$ cat config.mk
export PLATFORM = sky130hd
export DESIGN_NAME = multicycle_ctrl
export DESIGN_NICKNAME = d
export VERILOG_FILES = /design/src/rtl/mc_ctrl_pkg.sv /design/src/rtl/mc_wait_timer.sv /design/src/rtl/multicycle_ctrl.sv
export SDC_FILE = /design/constraint.sdc
export NUM_CORES = 1
export LEC_CHECK = 0
export ABC_AREA = 1
export ABC_CLOCK_PERIOD_IN_PS = 1200
export BUFFER_PORTS_ARGS = -buffer_cell sky130_fd_sc_hd__clkbuf_2
export CAP_MARGIN = 20
export CELL_PAD_IN_SITES_DETAIL_PLACEMENT = 1
export CELL_PAD_IN_SITES_GLOBAL_PLACEMENT = 2
export CORE_AREA = 2 2 64 66
export DETAILED_ROUTE_END_ITERATION = 7
export DIE_AREA = 0 0 66 68
export GPL_TIMING_DRIVEN = 0
export HOLD_SLACK_MARGIN = 0.08
export PLACE_DENSITY_LB_ADDON = 0.2
export SLEW_MARGIN = 20
export SYNTH_ARGS = -nofsm -noshare
export SYNTH_HDL_FRONTEND = slang
export SYNTH_SLANG_ARGS = --single-unit
$ cat constraint.sdc
create_clock -name clk -period 1.2 [get_ports clk]
set_clock_uncertainty 0.15 [all_clocks]
set_input_delay 0.12 -clock clk [delete_from_list [all_inputs] [get_ports clk]]
set_output_delay 0.12 -clock clk [all_outputs]
set_load 0.005 [all_outputs]
$ cat src/rtl/mc_ctrl_pkg.sv
// Shared types and encodings for the multicycle MIPS control FSM.
// MC_ILLEGAL_TRAP_EN adds the TRAP state for unknown opcodes.
package mc_ctrl_pkg;

  typedef enum logic [3:0] {
    S_FETCH,
    S_DECODE,
    S_MEM_ADDR,
    S_MEM_READ,
    S_MEM_WB,
    S_MEM_WRITE,
    S_EXEC,
    S_R_WB,
    S_BRANCH,
    S_JUMP,
    S_ADDI_EXEC,
    S_ADDI_WB
`ifdef MC_ILLEGAL_TRAP_EN
    , S_TRAP
`endif
  } state_t;

  localparam logic [5:0] OP_R    = 6'b000000;
  localparam logic [5:0] OP_LW   = 6'b100011;
  localparam logic [5:0] OP_SW   = 6'b101011;
  localparam logic [5:0] OP_BEQ  = 6'b000100;
  localparam logic [5:0] OP_J    = 6'b000010;
  localparam logic [5:0] OP_ADDI = 6'b001000;

  localparam logic [2:0] ALU_IDLE  = 3'b000;
  localparam logic [2:0] ALU_RTYPE = 3'b001;
  localparam logic [2:0] ALU_ADD   = 3'b010;
  localparam logic [2:0] ALU_SUB   = 3'b100;

  localparam logic [1:0] SRCB_RT      = 2'b00;
  localparam logic [1:0] SRCB_FOUR    = 2'b01;
  localparam logic [1:0] SRCB_IMM     = 2'b10;
  localparam logic [1:0] SRCB_IMM_SH2 = 2'b11;

  localparam logic [1:0] PCSRC_ALU    = 2'b00;
  localparam logic [1:0] PCSRC_ALUOUT = 2'b01;
  localparam logic [1:0] PCSRC_JUMP   = 2'b10;

endpackage

$ cat src/rtl/mc_wait_timer.sv
// Memory wait timeout counter: counts not-ready cycles while a memory state is
// active and flags expiry at MAX (MAX=0 disables the timeout).
module mc_wait_timer #(
  parameter int unsigned MAX = 15
) (
  input  logic clk,
  input  logic rst,
  input  logic active,
  input  logic ready,
  output logic expire
);

  localparam int unsigned W = (MAX > 0) ? $clog2(MAX + 1) : 1;
  localparam logic [W-1:0] MAX_W = W'(MAX);

  logic [W-1:0] cnt;

  always_comb begin
    expire = (MAX != 0) && active && !ready && (cnt == MAX_W);
  end

  // Saturates at MAX rather than wrapping; expiry clears it anyway.
  always_ff @(posedge clk) begin
    if (rst || !active || ready || expire)
      cnt <= '0;
    else if (cnt != MAX_W)
      cnt <= cnt + 1'b1;
  end

endmodule

$ cat src/rtl/multicycle_ctrl.sv
// Main control FSM for the multicycle MIPS datapath.
// Optional MC_ILLEGAL_TRAP_EN: unknown opcodes park in TRAP with illegal_op=1.
module multicycle_ctrl
  import mc_ctrl_pkg::*;
#(
  parameter int unsigned MEM_WAIT_MAX = 15
) (
  input  logic       clk,
  input  logic       rst,
  input  logic [5:0] opcode,
  input  logic       mem_ready,
  output logic       pc_write,
  output logic       pc_write_cond,
  output logic       i_or_d,
  output logic       mem_read,
  output logic       mem_write,
  output logic       mem_to_reg,
  output logic       ir_write,
  output logic [1:0] pc_source,
  output logic [2:0] alu_op,
  output logic       alu_src_a,
  output logic [1:0] alu_src_b,
  output logic       reg_write,
  output logic       reg_dst,
  output logic       instr_done,
  output logic       mem_err
`ifdef MC_ILLEGAL_TRAP_EN
  , output logic     illegal_op
`endif
);

  state_t state, next_state;
  logic   wait_active;
  logic   expire;
  logic   mem_err_q;

  always_comb begin
    wait_active = !rst && ((state == S_FETCH) || (state == S_MEM_READ) ||
                           (state == S_MEM_WRITE));
  end

  mc_wait_timer #(.MAX(MEM_WAIT_MAX)) u_wait_timer (
    .clk    (clk),
    .rst    (rst),
    .active (wait_active),
    .ready  (mem_ready),
    .expire (expire)
  );

  always_ff @(posedge clk) begin
    if (rst) begin
      state     <= S_FETCH;
      mem_err_q <= 1'b0;
    end else begin
      state     <= next_state;
      mem_err_q <= expire;
    end
  end

  always_comb begin
    mem_err = mem_err_q && !rst;
  end

  always_comb begin
    next_state    = state;
    pc_write      = 1'b0;
    pc_write_cond = 1'b0;
    i_or_d        = 1'b0;
    mem_read      = 1'b0;
    mem_write     = 1'b0;
    mem_to_reg    = 1'b0;
    ir_write      = 1'b0;
    pc_source     = PCSRC_ALU;
    alu_op        = ALU_IDLE;
    alu_src_a     = 1'b0;
    alu_src_b     = SRCB_RT;
    reg_write     = 1'b0;
    reg_dst       = 1'b0;
    instr_done    = 1'b0;
`ifdef MC_ILLEGAL_TRAP_EN
    illegal_op    = 1'b0;
`endif
    if (!rst) begin
      unique case (state)
        S_FETCH: begin
          mem_read  = 1'b1;
          alu_op    = ALU_ADD;
          alu_src_b = SRCB_FOUR;
          ir_write  = mem_ready;
          pc_write  = mem_ready;
          if (mem_ready)   next_state = S_DECODE;
          else if (expire) next_state = S_FETCH;
        end
        S_DECODE: begin
          alu_op    = ALU_ADD;
          alu_src_b = SRCB_IMM_SH2;
          case (opcode)
            OP_LW, OP_SW: next_state = S_MEM_ADDR;
            OP_R:         next_state = S_EXEC;
            OP_BEQ:       next_state = S_BRANCH;
            OP_J:         next_state = S_JUMP;
            OP_ADDI:      next_state = S_ADDI_EXEC;
            default: begin
`ifdef MC_ILLEGAL_TRAP_EN
              next_state = S_TRAP;
`else
              instr_done = 1'b1;
              next_state = S_FETCH;
`endif
            end
          endcase
        end
        S_MEM_ADDR: begin
          alu_src_a  = 1'b1;
          alu_src_b  = SRCB_IMM;
          alu_op     = ALU_ADD;
          next_state = (opcode == OP_SW) ? S_MEM_WRITE : S_MEM_READ;
        end
        S_MEM_READ: begin
          mem_read = 1'b1;
          i_or_d   = 1'b1;
          if (mem_ready)   next_state = S_MEM_WB;
          else if (expire) next_state = S_FETCH;
        end
        S_MEM_WB: begin
          reg_write  = 1'b1;
          mem_to_reg = 1'b1;
          instr_done = 1'b1;
          next_state = S_FETCH;
        end
        S_MEM_WRITE: begin
          mem_write  = 1'b1;
          i_or_d     = 1'b1;
          instr_done = mem_ready;
          if (mem_ready || expire) next_state = S_FETCH;
        end
        S_EXEC: begin
          alu_src_a  = 1'b1;
          alu_src_b  = SRCB_RT;
          alu_op     = ALU_RTYPE;
          next_state = S_R_WB;
        end
        S_R_WB: begin
          reg_write  = 1'b1;
          reg_dst    = 1'b1;
          instr_done = 1'b1;
          next_state = S_FETCH;
        end
        S_BRANCH: begin
          alu_src_a     = 1'b1;
          alu_src_b     = SRCB_RT;
          alu_op        = ALU_SUB;
          pc_write_cond = 1'b1;
          pc_source     = PCSRC_ALUOUT;
          instr_done    = 1'b1;
          next_state    = S_FETCH;
        end
        S_JUMP: begin
          pc_write   = 1'b1;
          pc_source  = PCSRC_JUMP;
          instr_done = 1'b1;
          next_state = S_FETCH;
        end
        S_ADDI_EXEC: begin
          alu_src_a  = 1'b1;
          alu_src_b  = SRCB_IMM;
          alu_op     = ALU_ADD;
          next_state = S_ADDI_WB;
        end
        S_ADDI_WB: begin
          reg_write  = 1'b1;
          instr_done = 1'b1;
          next_state = S_FETCH;
        end
`ifdef MC_ILLEGAL_TRAP_EN
        S_TRAP: begin
          illegal_op = 1'b1;
        end
`endif
        default: next_state = S_FETCH;
      endcase
    end
  end

endmodule

======== Word-level counts from Yosys, hierarchy flattened ========
Index checks and enable logic that the tools add are counted.
word-level totals
  register bits after elaboration ......... 9
  bits in latches ......................... 0
  RAM bits ................................ 0
  memory bits (read-only) ................. 0
  input port bits ......................... 9
  output and inout bits ................... 19
  logic and storage cells ................. 83
  memories kept ........................... 0
cells by class
  add/subtract/negate cells ............... 1
  multipliers ............................. 0
  divide/modulo/power cells ............... 0
  $lt $le $gt $ge ......................... 0
  equality and inequality tests ........... 19
  shift operators ......................... 0
  muxes and demuxes ....................... 36
  bitwise gates (word level) .............. 0
  reductions and logical operators ........ 24
operators with widths
  cell                   count
  $pmux W4 S7            1
  $mux W1                21
  $eq A4 B4 Y1 const B   5
  $pmux W4 S5            1
  $eq A4 B3 Y1 const B   4
  $mux W4                4
  $eq A6 B6 Y1 const B   2
  $pmux W3 S3            1
  $eq A4 B2 Y1 const B   2
  $reduce_or A2 Y1       4
  $reduce_or A4 Y1       2
  $eq A6 B2 Y1 const B   1
  $eq A6 B3 Y1 const B   1
  $eq A6 B4 Y1 const B   1
  $logic_not A6 Y1       1
  $logic_or A1 B1 Y1     6
  $mux W3                2
  $pmux W2 S3            1
  $reduce_or A6 Y1       1
  $reduce_or A5 Y1       1
  $add A4 B1 Y4 const B  1
  $eq A4 B1 Y1 const B   1
  $logic_and A1 B1 Y1    4
  $logic_not A4 Y1       1
  other kinds (8)        11

======== Logic depth before layout (Yosys ltp) ========
  depth in word-level cells ............... 9
  mapped depth ............................ 10
  depth with buffers taken out ............ 9

======== Modules after synthesis ========
A second synthesis with hierarchy kept.
unflattened totals
  cell total of the unflattened synthesis .. 148
  area total of the unflattened synthesis .. 825.8 µm²
by module, submodules not included
  module           instances  cells an instance  area each (µm²)  sequential area each (µm²)
  multicycle_ctrl  1          121                634.4            100.1
  mc_wait_timer    1          27                 191.4            80.1

======== Worst setup path after synthesis ========
Ideal clock, no wire load.
  kind .................................... flip-flop to output port
  start point ............................. reg state[1]
  end point ............................... out instr_done
  arrival ................................. 1040 ps
  required time ........................... 930 ps
  setup slack ............................. -110 ps
  stages on the path, launching flop included .. 8
  buffers on the path ..................... 1
  cell sequence ........................... dfxtp_1 -> buf_4 -> nand2_1 -> inv_1 -> o21ai_0 -> nor2_1 -> a211oi_1 -> nand2_1
on the way
  word-level cells in the longest chain between the ends .. 4
  elaborated cells on any way between the ends .. 10
  those cells by class .................... 7 x eq/ne; 2 x mux; 1 x reduce/logical
ends and longest elaborated chain
  item                                          RTL line               source
  start, declared                               multicycle_ctrl.sv:32  state_t state, next_state;
  start signal, assigned                        multicycle_ctrl.sv:55  state <= next_state;
  $eq A4 B4 Y1 or $eq A4 B3 Y1 (tied branches)  multicycle_ctrl.sv:84  unique case (state)
  $reduce_or A5 Y1 (no source line)             --
  $pmux W1 S3 (*)                               multicycle_ctrl.sv:84
  $mux W1 (*)                                   multicycle_ctrl.sv:83  if (!rst) begin
  end, declared                                 multicycle_ctrl.sv:25  output logic instr_done,
Every way passes the cells marked *; elsewhere a longest branch is shown, timed or not.

======== Worst setup path in the final report ========
  start point ............................. reg state[1]
  end point ............................... reg state[2]
on the way
  word-level cells in the longest chain between the ends .. 9
  elaborated cells on any way between the ends .. 18
  those cells by class .................... 7 x eq/ne; 4 x mux; 7 x reduce/logical
ends and longest elaborated chain
  item                                              RTL line                                      source
  $eq A4 B2 Y1 or $logic_not A4 Y1 (tied branches)  multicycle_ctrl.sv:38, multicycle_ctrl.sv:84
  $logic_or A1 B1 Y1 (2 in a row)                   multicycle_ctrl.sv:38                         wait_active = !rst && ((state == S_FETCH) || (state == S_MEM_READ) ||
  $logic_and A1 B1 Y1                               multicycle_ctrl.sv:38
  $logic_and A1 B1 Y1 (2 in a row)                  mc_wait_timer.sv:19                           expire = (MAX != 0) && active && !ready && (cnt == MAX_W);
  $mux W4                                           --
  $mux W4, on equally long branches                 --
  $pmux W4 S7                                       multicycle_ctrl.sv:84
Several ways; a longest one is shown, not always the timed one.
A chain may end at the register's enable or synchronous reset.

==> impl_metrics.tcl <==
set metrics [dict create \
    ys.flop_type "dfxtp_1" \
    peakVddDrop_uv 426 \
    grt_overflow 0 \
    antenna_left 0 \
    synth_edf_count 0 \
    drt-total-wl_um 2870 \
    fin_crit_sh_pct 135 \
    tightest_slew_ns 0.337 \
    regToRegEndpoint "state[2]$_SDFFE_PP0P_" \
    violations "setup timing" \
    rows 23 \
    dp_slack_ns -0.325 \
    status "finished with violations" \
    slew_violations 0 \
    setup_slack_ns -0.414 \
    crit_chain "buf_4 > inv_4 > nand2_4 > nor2_4 > buf_6 > buf_6 > buf_6 > nand2_2 > nand3_2 > o21ai_1 > nand2_1" \
    critical_path_depth 11 \
    ys_ff_latch 9 \
    p_leak_nw 0.709 \
    diodes 0 \
    route.vias.total 1023 \
    path_max_fanout 8 \
    async_flop_share_pct 0 \
    grtUsageTotal_pct 12.5 \
    yosys.area.top_type "dfxtp_1" \
    grt_pass1_wl_um 4300 \
    cts_buffers 3 \
    worstPathRequired_ns 1.17 \
    cap_violations 0 \
    rsz0062_at_grt "yes" \
    end_kind "register" \
    r2r_setup_slack_ns -0.41 \
    synthToLayoutAreaGrowth_pct 89.7 \
    cpLargestDelayFamily "buffers and inverters" \
    avgRoutedWirePerCell_um 12.3 \
    portBuffers 26 \
    cp-startpoint "state[1]$_SDFFE_PP0P_" \
    clock_latency_ns 0.23 \
    power.share.sequential_pct 35.8 \
    ys_seq_area_share_pct 23.2 \
    core-area_um2 3860 \
    ios 28 \
    grt_pass1_vias 989 \
    hold_start "rst" \
    crit_buf_inv 5 \
    antenna_found_initial 0 \
    synth.distinct_cells 25 \
    cts_hold_buf 0 \
    htreeDepth 1 \
    hold_class "in -> reg" \
    worst_hold_path.endpoint "state[0]$_SDFFE_PP0P_" \
    synth_top_area_share_pct 23.2 \
    cts.clk_slew.worst_paths_ns 0.05 \
    fmax_ghz 0.620 \
    sw_frac_of_total_pct 28.4 \
    yosysWarnings 0 \
    syn_inst 131 \
    drc 0 \
    hpwl_um 2100 \
    finalPower_mw 0.875 \
    grt_max_degree 11 \
    p_per_area_nw_per_um2 595 \
    via_per_inst 4.39 \
    arrival_ns 1.58 \
    die_x_um 66 \
    syn_area_per_cell_um2 5.92 \
    setup_viol 27 \
    combinationalPowerShare_pct 24.2 \
    hold_viol 0 \
    nets 194 \
    startpoint_type "register" \
    cts.sinks 9 \
    drive_gt1_share_pct 59.0 \
    cts_tree "done" \
    min_path_cells 4 \
    p_int_mw 0.627 \
    initial_core_util_pct 20.1 \
    post-route-min-period_ns 1.61 \
    die-area_um2 4490 \
    synthTopCellsByArea "dfxtp_1, nor2_1, nand2_1, inv_1, a21oi_1" \
    r2r_cells 11 \
    drtPass1Iterations 4 \
    die-height_um 68 \
    timing.rr.start "state[1]$_SDFFE_PP0P_" \
    slew_headroom_pct 77.5 \
    drt_iter0_drc 38 \
    synth_area_um2 776 \
    worst_path_largest_cell_delay_ns 0.43 \
    crit_slowest_cell "dfxtp_4" \
    worstSetupPathType "reg -> reg" \
    gp_congestion 0.728 \
    switchingPower_mw 0.249 \
    power_frac_clock_pct 40.0 \
    cts.path.max_buffers 2 \
    crit_top_cell "buf_6" \
    synthesis.nets 141 \
    cts.root.buffer_cell "clkbuf_8" \
]
-- area by class of cell --
class | instances | area (um^2)
Fill cell | 494 | 2380
Multi-Input combinational cell | 97 | 697
Timing Repair Buffer | 49 | 354
Sequential cell | 9 | 198
Inverter | 21 | 91.3
Tap cell | 50 | 62.6
Clock buffer | 4 | 45.0
Buffer | 3 | 23.8
-- metrics by stage --
stage / hold WS [ns] / std cells / TNS (ns) / area (um^2) / utilization, %
4_1_cts: 0.104 / 219 / -6.18 / 1250 / 32.4
5_1_grt: 0.147 / 233 / -9.69 / 1470 / 38.2
2_1_floorplan: 0.197 / 131 / -0.0646 / 831 / -
3_5_place_dp: 0.292 / 207 / -3.14 / 1020 / 26.5
6_report: 0.122 / 233 / -7.60 / 1470 / 38.2
3_3_place_gp: 0.280 / 207 / -3.15 / 1020 / 26.5
-- cell families after synthesis --
logic type	Yosys count	share of synthesized area, %
fa+ha+maj	1	1.61
simple gates	75	46.4
flops	9	23.2
buf+inv	25	13.5
compound gates	19	12.9
xor+xnor	2	2.26
-- cell usage after synthesis, types with 3 or more instances --
master and count:
o21ai_0 6, inv_1 19, a21oi_1 9, nor3_1 6
buf_4 3, nand2_1 21, nor2_1 25, nand3_1 7
dfxtp_1 9, nand4_1 4
-- worst max-delay path by stage --
stage                     slack, ns               endpoint
after floorplan               -0.03  state[0]$_SDFFE_PP0P_
after global placement        -0.32             instr_done
after detailed placement      -0.33             instr_done
after CTS                     -0.46             instr_done
after global routing          -0.48             instr_done
final                         -0.41  state[2]$_SDFFE_PP0P_
-- layout by cell type (no fill, tap or decap), types with 3 or more instances in the layout --
cell / synthesis / final
inv_4: 0 / 5
nand2_2: 2 / 6
nor2_4: 2 / 9
buf_6: 0 / 14
clkbuf_8: 0 / 3
buf_2: 0 / 6
nor3_1: 6 / 3
dfxtp_4: 0 / 4
nand3_4: 0 / 3
a21oi_1: 9 / 5
nor2_1: 25 / 18
clkbuf_2: 0 / 20
nand3_1: 7 / 4
a21oi_2: 0 / 4
buf_4: 3 / 12
inv_2: 2 / 4
dfxtp_1: 9 / 3
inv_1: 19 / 12
nand2_4: 0 / 3
nand2_1: 21 / 14
nand4_1: 4 / 4
o21ai_0: 6 / 5
-- timing repair --
action,CTS,global route
pin swaps,11,12
cloned,0,0
endpoints found under the setup margin,26,27
resized for setup,33,38
setup buffers,9,14
-- power by group through the flow --
stage               clock, mW  sequential (mW)  combinational, mW
floorplan                   0            0.321             0.0903
global placement            0            0.323              0.144
detailed placement          0            0.323              0.145
CTS                     0.364            0.312              0.175
global route            0.381            0.315              0.237
finish                  0.350            0.313              0.212
-- worst min-delay path: cells and delay by family --
kind	cells	cell delay, ns
and+or+nand+nor	3	0.18
buffers and inverters	1	0.17
-- per-layer routing --
metal	global-route usage (%)	vias up	wire length (um)
li1	-	531	-
met1	14.9	474	1240
met2	22.7	16	1550
met3	1.97	2	64
met4	4.34	0	10
met5	0	-	0
-- sequential cells by signal (all words and copies together) (netlist names) --
register	flops
u_wait_timer.cnt	4
mem_err_q	1
state	4
(Power assumes the default switching activity.)
